File: config.mk
export PLATFORM = sky130hd
export DESIGN_NAME = trap_controller_flat
export DESIGN_NICKNAME = d
export VERILOG_FILES = /design/src/rtl/trap_controller_if.sv /design/src/rtl/trap_controller.sv /design/src/flat_wrapper.sv
export SDC_FILE = /design/constraint.sdc
export NUM_CORES = 1
export LEC_CHECK = 0
export ABC_CLOCK_PERIOD_IN_PS = 2490
export CAP_MARGIN = 20
export CELL_PAD_IN_SITES_DETAIL_PLACEMENT = 1
export CELL_PAD_IN_SITES_GLOBAL_PLACEMENT = 1
export CORE_AREA = 2 2 197 199
export DETAILED_ROUTE_END_ITERATION = 10
export DIE_AREA = 0 0 199 201
export GPL_TIMING_DRIVEN = 0
export HOLD_SLACK_MARGIN = 0.15
export PLACE_DENSITY = 0.64
export SETUP_SLACK_MARGIN = 0.15
export SLEW_MARGIN = 20
export SYNTH_ARGS = -nofsm -noshare
export SYNTH_HDL_FRONTEND = slang
export SYNTH_SLANG_ARGS = --single-unit
File: constraint.sdc
create_clock -name clk -period 2.49 [get_ports clk]
set_input_delay 0.249 -clock clk [delete_from_list [all_inputs] [get_ports clk]]
set_output_delay 0.249 -clock clk [all_outputs]
set_load 0.05 [all_outputs]
File: src/rtl/trap_controller_if.sv
// Trap controller interface: exception/interrupt inputs, CSR update strobes and
// the fetch redirect handshake. The master side is the trap controller itself.
interface trap_controller_if #(
  parameter int unsigned XLEN        = 32,
  parameter int unsigned NUM_EXC_SRC = 3
);
  logic [NUM_EXC_SRC*6-1:0]    exc_i;
  logic [NUM_EXC_SRC*XLEN-1:0] exc_pc_i;
  logic [NUM_EXC_SRC*XLEN-1:0] exc_tval_i;
  logic [XLEN-1:0]             int_pc_i;
  logic                        int_pc_valid_i;
  logic                        mstatus_mie_i;
  logic [XLEN-1:0]             mie_i;
  logic [XLEN-1:0]             mip_i;
  logic [XLEN-1:0]             mtvec_i;
  logic [XLEN-1:0]             mepc_i;
  logic                        mret_i;
  logic                        redirect_ready_i;
  logic                        flush_o;
  logic                        csr_trap_we_o;
  logic                        csr_mret_o;
  logic [XLEN-1:0]             mepc_o;
  logic [XLEN-1:0]             mcause_o;
  logic [XLEN-1:0]             mtval_o;
  logic                        redirect_valid_o;
  logic [XLEN-1:0]             redirect_pc_o;
  logic                        busy_o;

  modport master (
    input  exc_i, exc_pc_i, exc_tval_i, int_pc_i, int_pc_valid_i, mstatus_mie_i,
           mie_i, mip_i, mtvec_i, mepc_i, mret_i, redirect_ready_i,
    output flush_o, csr_trap_we_o, csr_mret_o, mepc_o, mcause_o, mtval_o,
           redirect_valid_o, redirect_pc_o, busy_o
  );

  modport slave (
    output exc_i, exc_pc_i, exc_tval_i, int_pc_i, int_pc_valid_i, mstatus_mie_i,
           mie_i, mip_i, mtvec_i, mepc_i, mret_i, redirect_ready_i,
    input  flush_o, csr_trap_we_o, csr_mret_o, mepc_o, mcause_o, mtval_o,
           redirect_valid_o, redirect_pc_o, busy_o
  );
endinterface

File: src/rtl/trap_controller.sv
// Machine-mode trap sequencer: arbitrates exceptions, interrupts and MRET in IDLE,
// strobes the CSR file and pipeline flush for one cycle, then holds a fetch
// redirect until it is accepted.
module trap_controller #(
  parameter int unsigned XLEN        = 32,
  parameter int unsigned NUM_EXC_SRC = 3
) (
  input logic               clk,
  input logic               rst_n,
  trap_controller_if.master bus
);

  typedef enum logic [1:0] {
    IDLE     = 2'd0,
    COMMIT   = 2'd1,
    REDIRECT = 2'd2
  } state_e;

  localparam logic [4:0]      CODE_MSI = 5'd3;
  localparam logic [4:0]      CODE_MTI = 5'd7;
  localparam logic [4:0]      CODE_MEI = 5'd11;
  localparam logic [4:0]      CODE_COF = 5'd13;
  localparam logic [XLEN-1:0] INT_MASK = XLEN'(32'h0000_2888);
  localparam logic [XLEN-1:0] ALIGN    = {{(XLEN-2){1'b1}}, 2'b00};

  state_e          state_q, state_d;
  logic            flush_q, flush_d;
  logic            csr_trap_we_q, csr_trap_we_d;
  logic            csr_mret_q, csr_mret_d;
  logic [XLEN-1:0] mepc_q, mepc_d;
  logic [XLEN-1:0] mcause_q, mcause_d;
  logic [XLEN-1:0] mtval_q, mtval_d;
  logic            redirect_valid_q, redirect_valid_d;
  logic [XLEN-1:0] redirect_pc_q, redirect_pc_d;
  logic            busy_q, busy_d;
  logic [XLEN-1:0] target_q, target_d;
  logic            is_mret_q, is_mret_d;

  logic            exc_hit;
  logic [4:0]      exc_code;
  logic [XLEN-1:0] exc_pc;
  logic [XLEN-1:0] exc_tval;
  logic [XLEN-1:0] pend;
  logic            int_hit;
  logic [4:0]      int_code;
  logic [XLEN-1:0] vec_base;
  logic [XLEN-1:0] int_target;

  // Select the oldest raised exception and the highest-priority enabled interrupt
  always_comb begin
    exc_hit  = 1'b0;
    exc_code = '0;
    exc_pc   = '0;
    exc_tval = '0;
    for (int unsigned i = 0; i < NUM_EXC_SRC; i++) begin
      if (!exc_hit && bus.exc_i[i*6+5]) begin
        exc_hit  = 1'b1;
        exc_code = bus.exc_i[i*6 +: 5];
        exc_pc   = bus.exc_pc_i[i*XLEN +: XLEN];
        exc_tval = bus.exc_tval_i[i*XLEN +: XLEN];
      end
    end

    pend    = bus.mie_i & bus.mip_i;
    int_hit = bus.mstatus_mie_i && bus.int_pc_valid_i && ((pend & INT_MASK) != '0);
    if (pend[11])      int_code = CODE_MEI;
    else if (pend[3])  int_code = CODE_MSI;
    else if (pend[7])  int_code = CODE_MTI;
    else               int_code = CODE_COF;

    // Vectored mode only applies to interrupts; reserved modes behave as direct
    vec_base   = bus.mtvec_i & ALIGN;
    int_target = vec_base;
    if (bus.mtvec_i[1:0] == 2'b01)
      int_target = vec_base + ({{(XLEN-5){1'b0}}, int_code} << 2);
  end

  // Next-state and registered-output computation for the trap sequence
  always_comb begin
    state_d          = state_q;
    flush_d          = 1'b0;
    csr_trap_we_d    = 1'b0;
    csr_mret_d       = 1'b0;
    mepc_d           = '0;
    mcause_d         = '0;
    mtval_d          = '0;
    redirect_valid_d = redirect_valid_q;
    redirect_pc_d    = redirect_pc_q;
    target_d         = target_q;
    is_mret_d        = is_mret_q;

    unique case (state_q)
      IDLE: begin
        if (exc_hit) begin
          state_d       = COMMIT;
          flush_d       = 1'b1;
          csr_trap_we_d = 1'b1;
          mepc_d        = exc_pc & ALIGN;
          mcause_d      = {1'b0, {(XLEN-6){1'b0}}, exc_code};
          mtval_d       = exc_tval;
          target_d      = vec_base;
          is_mret_d     = 1'b0;
        end else if (int_hit) begin
          state_d       = COMMIT;
          flush_d       = 1'b1;
          csr_trap_we_d = 1'b1;
          mepc_d        = bus.int_pc_i & ALIGN;
          mcause_d      = {1'b1, {(XLEN-6){1'b0}}, int_code};
          mtval_d       = '0;
          target_d      = int_target;
          is_mret_d     = 1'b0;
        end else if (bus.mret_i) begin
          state_d    = COMMIT;
          flush_d    = 1'b1;
          csr_mret_d = 1'b1;
          target_d   = '0;
          is_mret_d  = 1'b1;
        end
      end
      COMMIT: begin
        // MRET target is taken from mepc as seen during the commit cycle
        state_d          = REDIRECT;
        redirect_valid_d = 1'b1;
        redirect_pc_d    = is_mret_q ? bus.mepc_i : target_q;
      end
      REDIRECT: begin
        if (bus.redirect_ready_i) begin
          state_d          = IDLE;
          redirect_valid_d = 1'b0;
          redirect_pc_d    = '0;
        end
      end
      default: begin
        state_d          = IDLE;
        redirect_valid_d = 1'b0;
        redirect_pc_d    = '0;
      end
    endcase

    busy_d = (state_d != IDLE);
  end

  // State and output registers; reset aborts any sequence immediately
  always_ff @(posedge clk or negedge rst_n) begin
    if (!rst_n) begin
      state_q          <= IDLE;
      flush_q          <= 1'b0;
      csr_trap_we_q    <= 1'b0;
      csr_mret_q       <= 1'b0;
      mepc_q           <= '0;
      mcause_q         <= '0;
      mtval_q          <= '0;
      redirect_valid_q <= 1'b0;
      redirect_pc_q    <= '0;
      busy_q           <= 1'b0;
      target_q         <= '0;
      is_mret_q        <= 1'b0;
    end else begin
      state_q          <= state_d;
      flush_q          <= flush_d;
      csr_trap_we_q    <= csr_trap_we_d;
      csr_mret_q       <= csr_mret_d;
      mepc_q           <= mepc_d;
      mcause_q         <= mcause_d;
      mtval_q          <= mtval_d;
      redirect_valid_q <= redirect_valid_d;
      redirect_pc_q    <= redirect_pc_d;
      busy_q           <= busy_d;
      target_q         <= target_d;
      is_mret_q        <= is_mret_d;
    end
  end

  assign bus.flush_o          = flush_q;
  assign bus.csr_trap_we_o    = csr_trap_we_q;
  assign bus.csr_mret_o       = csr_mret_q;
  assign bus.mepc_o           = mepc_q;
  assign bus.mcause_o         = mcause_q;
  assign bus.mtval_o          = mtval_q;
  assign bus.redirect_valid_o = redirect_valid_q;
  assign bus.redirect_pc_o    = redirect_pc_q;
  assign bus.busy_o           = busy_q;

endmodule

File: src/flat_wrapper.sv
// flat-port wrapper written by rule: the top's interface ports become plain ports
module trap_controller_flat 
#(
  parameter int unsigned XLEN        = 32,
  parameter int unsigned NUM_EXC_SRC = 3
)
  (clk, rst_n, bus_exc_i, bus_exc_pc_i, bus_exc_tval_i, bus_int_pc_i, bus_int_pc_valid_i, bus_mstatus_mie_i, bus_mie_i, bus_mip_i, bus_mtvec_i, bus_mepc_i, bus_mret_i, bus_redirect_ready_i, bus_flush_o, bus_csr_trap_we_o, bus_csr_mret_o, bus_mepc_o, bus_mcause_o, bus_mtval_o, bus_redirect_valid_o, bus_redirect_pc_o, bus_busy_o);
  trap_controller_if #(.XLEN(XLEN), .NUM_EXC_SRC(NUM_EXC_SRC)) bus_i ();
  input logic clk;
  input logic rst_n;
  input wire logic [$bits(bus_i.exc_i)-1:0] bus_exc_i;
  input wire logic [$bits(bus_i.exc_pc_i)-1:0] bus_exc_pc_i;
  input wire logic [$bits(bus_i.exc_tval_i)-1:0] bus_exc_tval_i;
  input wire logic [$bits(bus_i.int_pc_i)-1:0] bus_int_pc_i;
  input wire logic [$bits(bus_i.int_pc_valid_i)-1:0] bus_int_pc_valid_i;
  input wire logic [$bits(bus_i.mstatus_mie_i)-1:0] bus_mstatus_mie_i;
  input wire logic [$bits(bus_i.mie_i)-1:0] bus_mie_i;
  input wire logic [$bits(bus_i.mip_i)-1:0] bus_mip_i;
  input wire logic [$bits(bus_i.mtvec_i)-1:0] bus_mtvec_i;
  input wire logic [$bits(bus_i.mepc_i)-1:0] bus_mepc_i;
  input wire logic [$bits(bus_i.mret_i)-1:0] bus_mret_i;
  input wire logic [$bits(bus_i.redirect_ready_i)-1:0] bus_redirect_ready_i;
  output wire logic [$bits(bus_i.flush_o)-1:0] bus_flush_o;
  output wire logic [$bits(bus_i.csr_trap_we_o)-1:0] bus_csr_trap_we_o;
  output wire logic [$bits(bus_i.csr_mret_o)-1:0] bus_csr_mret_o;
  output wire logic [$bits(bus_i.mepc_o)-1:0] bus_mepc_o;
  output wire logic [$bits(bus_i.mcause_o)-1:0] bus_mcause_o;
  output wire logic [$bits(bus_i.mtval_o)-1:0] bus_mtval_o;
  output wire logic [$bits(bus_i.redirect_valid_o)-1:0] bus_redirect_valid_o;
  output wire logic [$bits(bus_i.redirect_pc_o)-1:0] bus_redirect_pc_o;
  output wire logic [$bits(bus_i.busy_o)-1:0] bus_busy_o;
  assign bus_i.exc_i = bus_exc_i;
  assign bus_i.exc_pc_i = bus_exc_pc_i;
  assign bus_i.exc_tval_i = bus_exc_tval_i;
  assign bus_i.int_pc_i = bus_int_pc_i;
  assign bus_i.int_pc_valid_i = bus_int_pc_valid_i;
  assign bus_i.mstatus_mie_i = bus_mstatus_mie_i;
  assign bus_i.mie_i = bus_mie_i;
  assign bus_i.mip_i = bus_mip_i;
  assign bus_i.mtvec_i = bus_mtvec_i;
  assign bus_i.mepc_i = bus_mepc_i;
  assign bus_i.mret_i = bus_mret_i;
  assign bus_i.redirect_ready_i = bus_redirect_ready_i;
  assign bus_flush_o = bus_i.flush_o;
  assign bus_csr_trap_we_o = bus_i.csr_trap_we_o;
  assign bus_csr_mret_o = bus_i.csr_mret_o;
  assign bus_mepc_o = bus_i.mepc_o;
  assign bus_mcause_o = bus_i.mcause_o;
  assign bus_mtval_o = bus_i.mtval_o;
  assign bus_redirect_valid_o = bus_i.redirect_valid_o;
  assign bus_redirect_pc_o = bus_i.redirect_pc_o;
  assign bus_busy_o = bus_i.busy_o;
  trap_controller #(.XLEN(XLEN), .NUM_EXC_SRC(NUM_EXC_SRC)) u_core (.clk(clk), .rst_n(rst_n), .bus(bus_i));
endmodule
==> impl_results.md <==
- Status: finished clean
- Global-route wire length before repair: around 52 mm
- Initial drt markers: around 290
- Clk pwr share: 20.2%
- Yosys reg bits: 138
- GR Overflow Total: 0
- Top-Level Pins: between 500 and 600
- WP data required: about 2.8 ns
- Pwr dens: roughly 870 nW/µm²
- Finish-stage setup viols: 0
- Largest net degree at the start of global routing: 77
- Die Area: approximately 40000 µm²
- Data arrival, critical path: roughly 2.6 ns
- Crit path max fanout: 3
- CP Cell Sequence: clkdlybuf4s15_1 > a222oi_1 > inv_1 > ha_1 > a21o_1 > a31oi_4 > buf_12 > nor4_4 > nor3b_2 > a221o_1
- WL per Instance: 19.2 µm
- Number of antenna violations at the first check in global routing: 2
- Final Slew Violations: 0
- Warning count from the yosys run: 0
- Final instance area: roughly 13000 µm²
- Count of cell types in the netlist: 50
- Final setup margin: 0.235 ns
- Clk pin slew, worst setup/hold paths: 0.06 ns
- Setup CP Type: in2reg
- Slowest cell on the critical path: a222oi_1
- Share of the yosys chip area belonging to registers: a little under half
- Max IR drop VDD: around 0.35 mV
- Mapped Avg Cell Area: around 8.9 µm²
- CTS H-Tree Depth: 4
- Number of global-route vias before repair: just under 9000
- Root buffer cell: clkbuf_16
- Worst slew margin: 45.0%
- Crit path max-delay family: compound AO/OA/AOI/OAI gates
- Area leader, netlist: dfrtp_1
- Via count: approximately 7800
- Placed Area: roughly 12000 µm²
- Detailed placement HPWL: between 20 and 30 mm
- Gr usage total: 17.5%
- Worst-Margin Slew: roughly 0.83 ns
- Pint: 0.00628 W
- P_leak: roughly 5.2 nW
- Clk sink count: 138
- Final ANT Viol Nets: 0
- Worst Path Buf+Inv: 3
- Clock Skews: between 0.009 and 0.01 ns
- Syn-to-layout area delta: 78.0%
- Unrepaired setup endpoints after global routing: no
- Placeable Area: about 38000 µm²
- Initial Util: a little under a fifth
- Post-Syn Area: between 7000 and 8000 µm²
- Fin crit share: ~91%
- Most common cell after layout, fill and taps aside: clkdlybuf4s50_1
- Share of post-route cells with drive strength above 1: 7.46%
- Die Ht: around 200 µm
- Routability Congestion: 0.804
- Rows: slightly above 70
- Post-synth top area share: ~48%
- Switching Share: 44.3%
- Fin crit period: approximately 2.3 ns
- CTS tree: built
- Drt drc: 0
- Setup TNS: 0 ns
- NetSw: 0.00499 W
- Crit path largest cell delay: 0.42 ns
- Prevailing post-synth register cell: dfrtp_1
- DP Worst Slack: -1.17 ns
- Die width: around 200 µm
- Most frequent cells in the layout: 407 x clkdlybuf4s50_1, 138 x dfrtp_1, 110 x nor2_1
- FMAX: roughly 440 MHz
- Number of flops mapped to enable cells by yosys: 0
- TritonRoute pass-1 iters: 5
- Synth Instances: between 800 and 900
- Worst min-delay path class: in2reg
- Async set-reset flop share out of synthesis: 100%
- Final Hold Fails: 0
- Number of nets in the layout: ~1700
- Max Buffers Root-to-Sink: 2
- CP Capture Type: flip-flop
- Synth top area cells: dfrtp_1 48%, a22oi_1 7.3%, nor2_1 5.8%, nand2_1 5.4%, o21ai_0 5.1%
- Worst skew pair latency: 0.43 ns
- Maxcap violations: 0
- Port Buf Inserts: between 400 and 500
- Comb pwr share: 50.2%
- Critical Path Start Type: primary input
- Vias per std cell: ~4.3
- Post-Route WL: roughly 35 mm
- Reg power frac: between 20% and 30%
- Num CTS Buffers: 17
-- power groups by stage --
stage / sequential (W) / clock [W] / combinational, W
after floorplan: 0.00494 / 0 / 0.00174
after global placement: 0.00337 / 0 / 0.00562
after detailed placement: 0.00339 / 0 / 0.00569
after CTS: 0.00335 / 0.00236 / 0.00574
after global routing: 0.00343 / 0.00246 / 0.00609
final: 0.00333 / 0.00228 / 0.00566
-- worst paths after layout --
path                            slack [ns]  cells after the start                                startpoint                                       end
worst max-delay path                  0.24                     10                              bus_mip_i[3]           u_core.target_q[27]$_DFFE_PN0P_
worst min-delay path                  0.23                      3                              bus_mie_i[3]          u_core.bus.mcause_o[2]$_DFF_PN0_
worst max register to register        0.44                      5               u_core.state_q[1]$_DFF_PN0_            u_core.bus.mepc_o[6]$_DFF_PN0_
worst min register to register        0.48                      2  u_core.bus.redirect_pc_o[31]$_DFFE_PN0P_  u_core.bus.redirect_pc_o[31]$_DFFE_PN0P_
max in group asynchronous             1.31                      3                                     rst_n           u_core.bus.mepc_o[15]$_DFF_PN0_
min in group asynchronous             0.36                      2                                     rst_n  u_core.bus.redirect_pc_o[28]$_DFFE_PN0P_
-- per-stage QoR --
step                      total power, W  utilization [%]  instances  hold slack, ns
after floorplan                  0.00667                -        843         -0.0466
after global placement           0.00899             31.9       1775           0.460
after detailed placement         0.00908             32.0       1776           0.245
after CTS                         0.0115             33.7       1813           0.229
after global routing              0.0120             33.9       1820           0.232
final                             0.0113             33.9       1821           0.227
-- Yosys cell counts, drive strengths merged (2+ instances only) --
cell type,instances
a32o,2
o2bb2ai,3
ha,4
a221o,2
and3,3
o211ai,2
inv,9
nor3,5
xor2,3
or4b,2
nor4,10
nand2b,3
xnor2,20
nand3,9
mux2i,30
nand4,5
a21oi,71
a32oi,2
o21ai,86
a21o,4
nor4b,3
nor2b,4
a22oi,71
dfrtp,138
nor3b,3
clkbuf,42
nand2,104
o311ai,3
and4,5
buf,46
nor2,112
-- cells by family (layout without fill, tap and decap cells) --
group	Yosys count	in the layout	synth area share, %
AOI/OAI and AO/OA	252	252	21.3
xor gates and xnor gates	23	23	2.78
adders and majority gates	5	5	0.966
buffers and inverters	97	555	6.97
DFF	138	138	47.6
muxes	30	30	4.14
other	1	30	0.0517
and+or+nand+nor	270	270	16.2
-- final cells by class --
type | count | area (µm²)
Antenna cell | 2 | 5.00
Buffer | 88 | 490
Clock buffer | 21 | 450
Clock inverter | 8 | 51.3
Fill cell | 4431 | 25200
Inverter | 9 | 33.8
Multi-Input combinational cell | 608 | 3480
Sequential cell | 138 | 3450
Tap cell | 518 | 648
Timing Repair Buffer | 429 | 4300
-- flip-flops by register name, indices dropped and copies added (netlist names) --
signal                       count
u_core.bus.mtval_o              32
u_core.bus.mepc_o               30
u_core.bus.csr_trap_we_o         1
u_core.bus.redirect_valid_o      1
u_core.bus.flush_o               1
u_core.bus.csr_mret_o            1
u_core.bus.mcause_o              6
u_core.bus.busy_o                1
u_core.target_q                 30
u_core.bus.redirect_pc_o        32
u_core.is_mret_q                 1
u_core.state_q                   2
-- worst min-delay path, delay by kind of cell --
family	cells	cell delay [ns]
buffers and inverters	1	0.10
AO/OA/AOI/OAI	2	0.26
-- what timing repair did --
action,CTS,global route
gates resized for setup,22,10
hold endpoints to repair,62,0
hold buffers,1,0
endpoints found under the setup margin,52,36
setup buffers,5,6
pin swaps,6,7
gates cloned,2,0
-- routing by layer --
layer	track usage [%]	part of all wire, %	vias to the layer above
met1	19.3	40	3772
met2	32.9	53	265
li1	-	-	3770
met3	4.27	6.0	29
met4	4.77	1.7	0
met5	0	0	-
No activity file was read; power rests on OpenSTA's default activity.
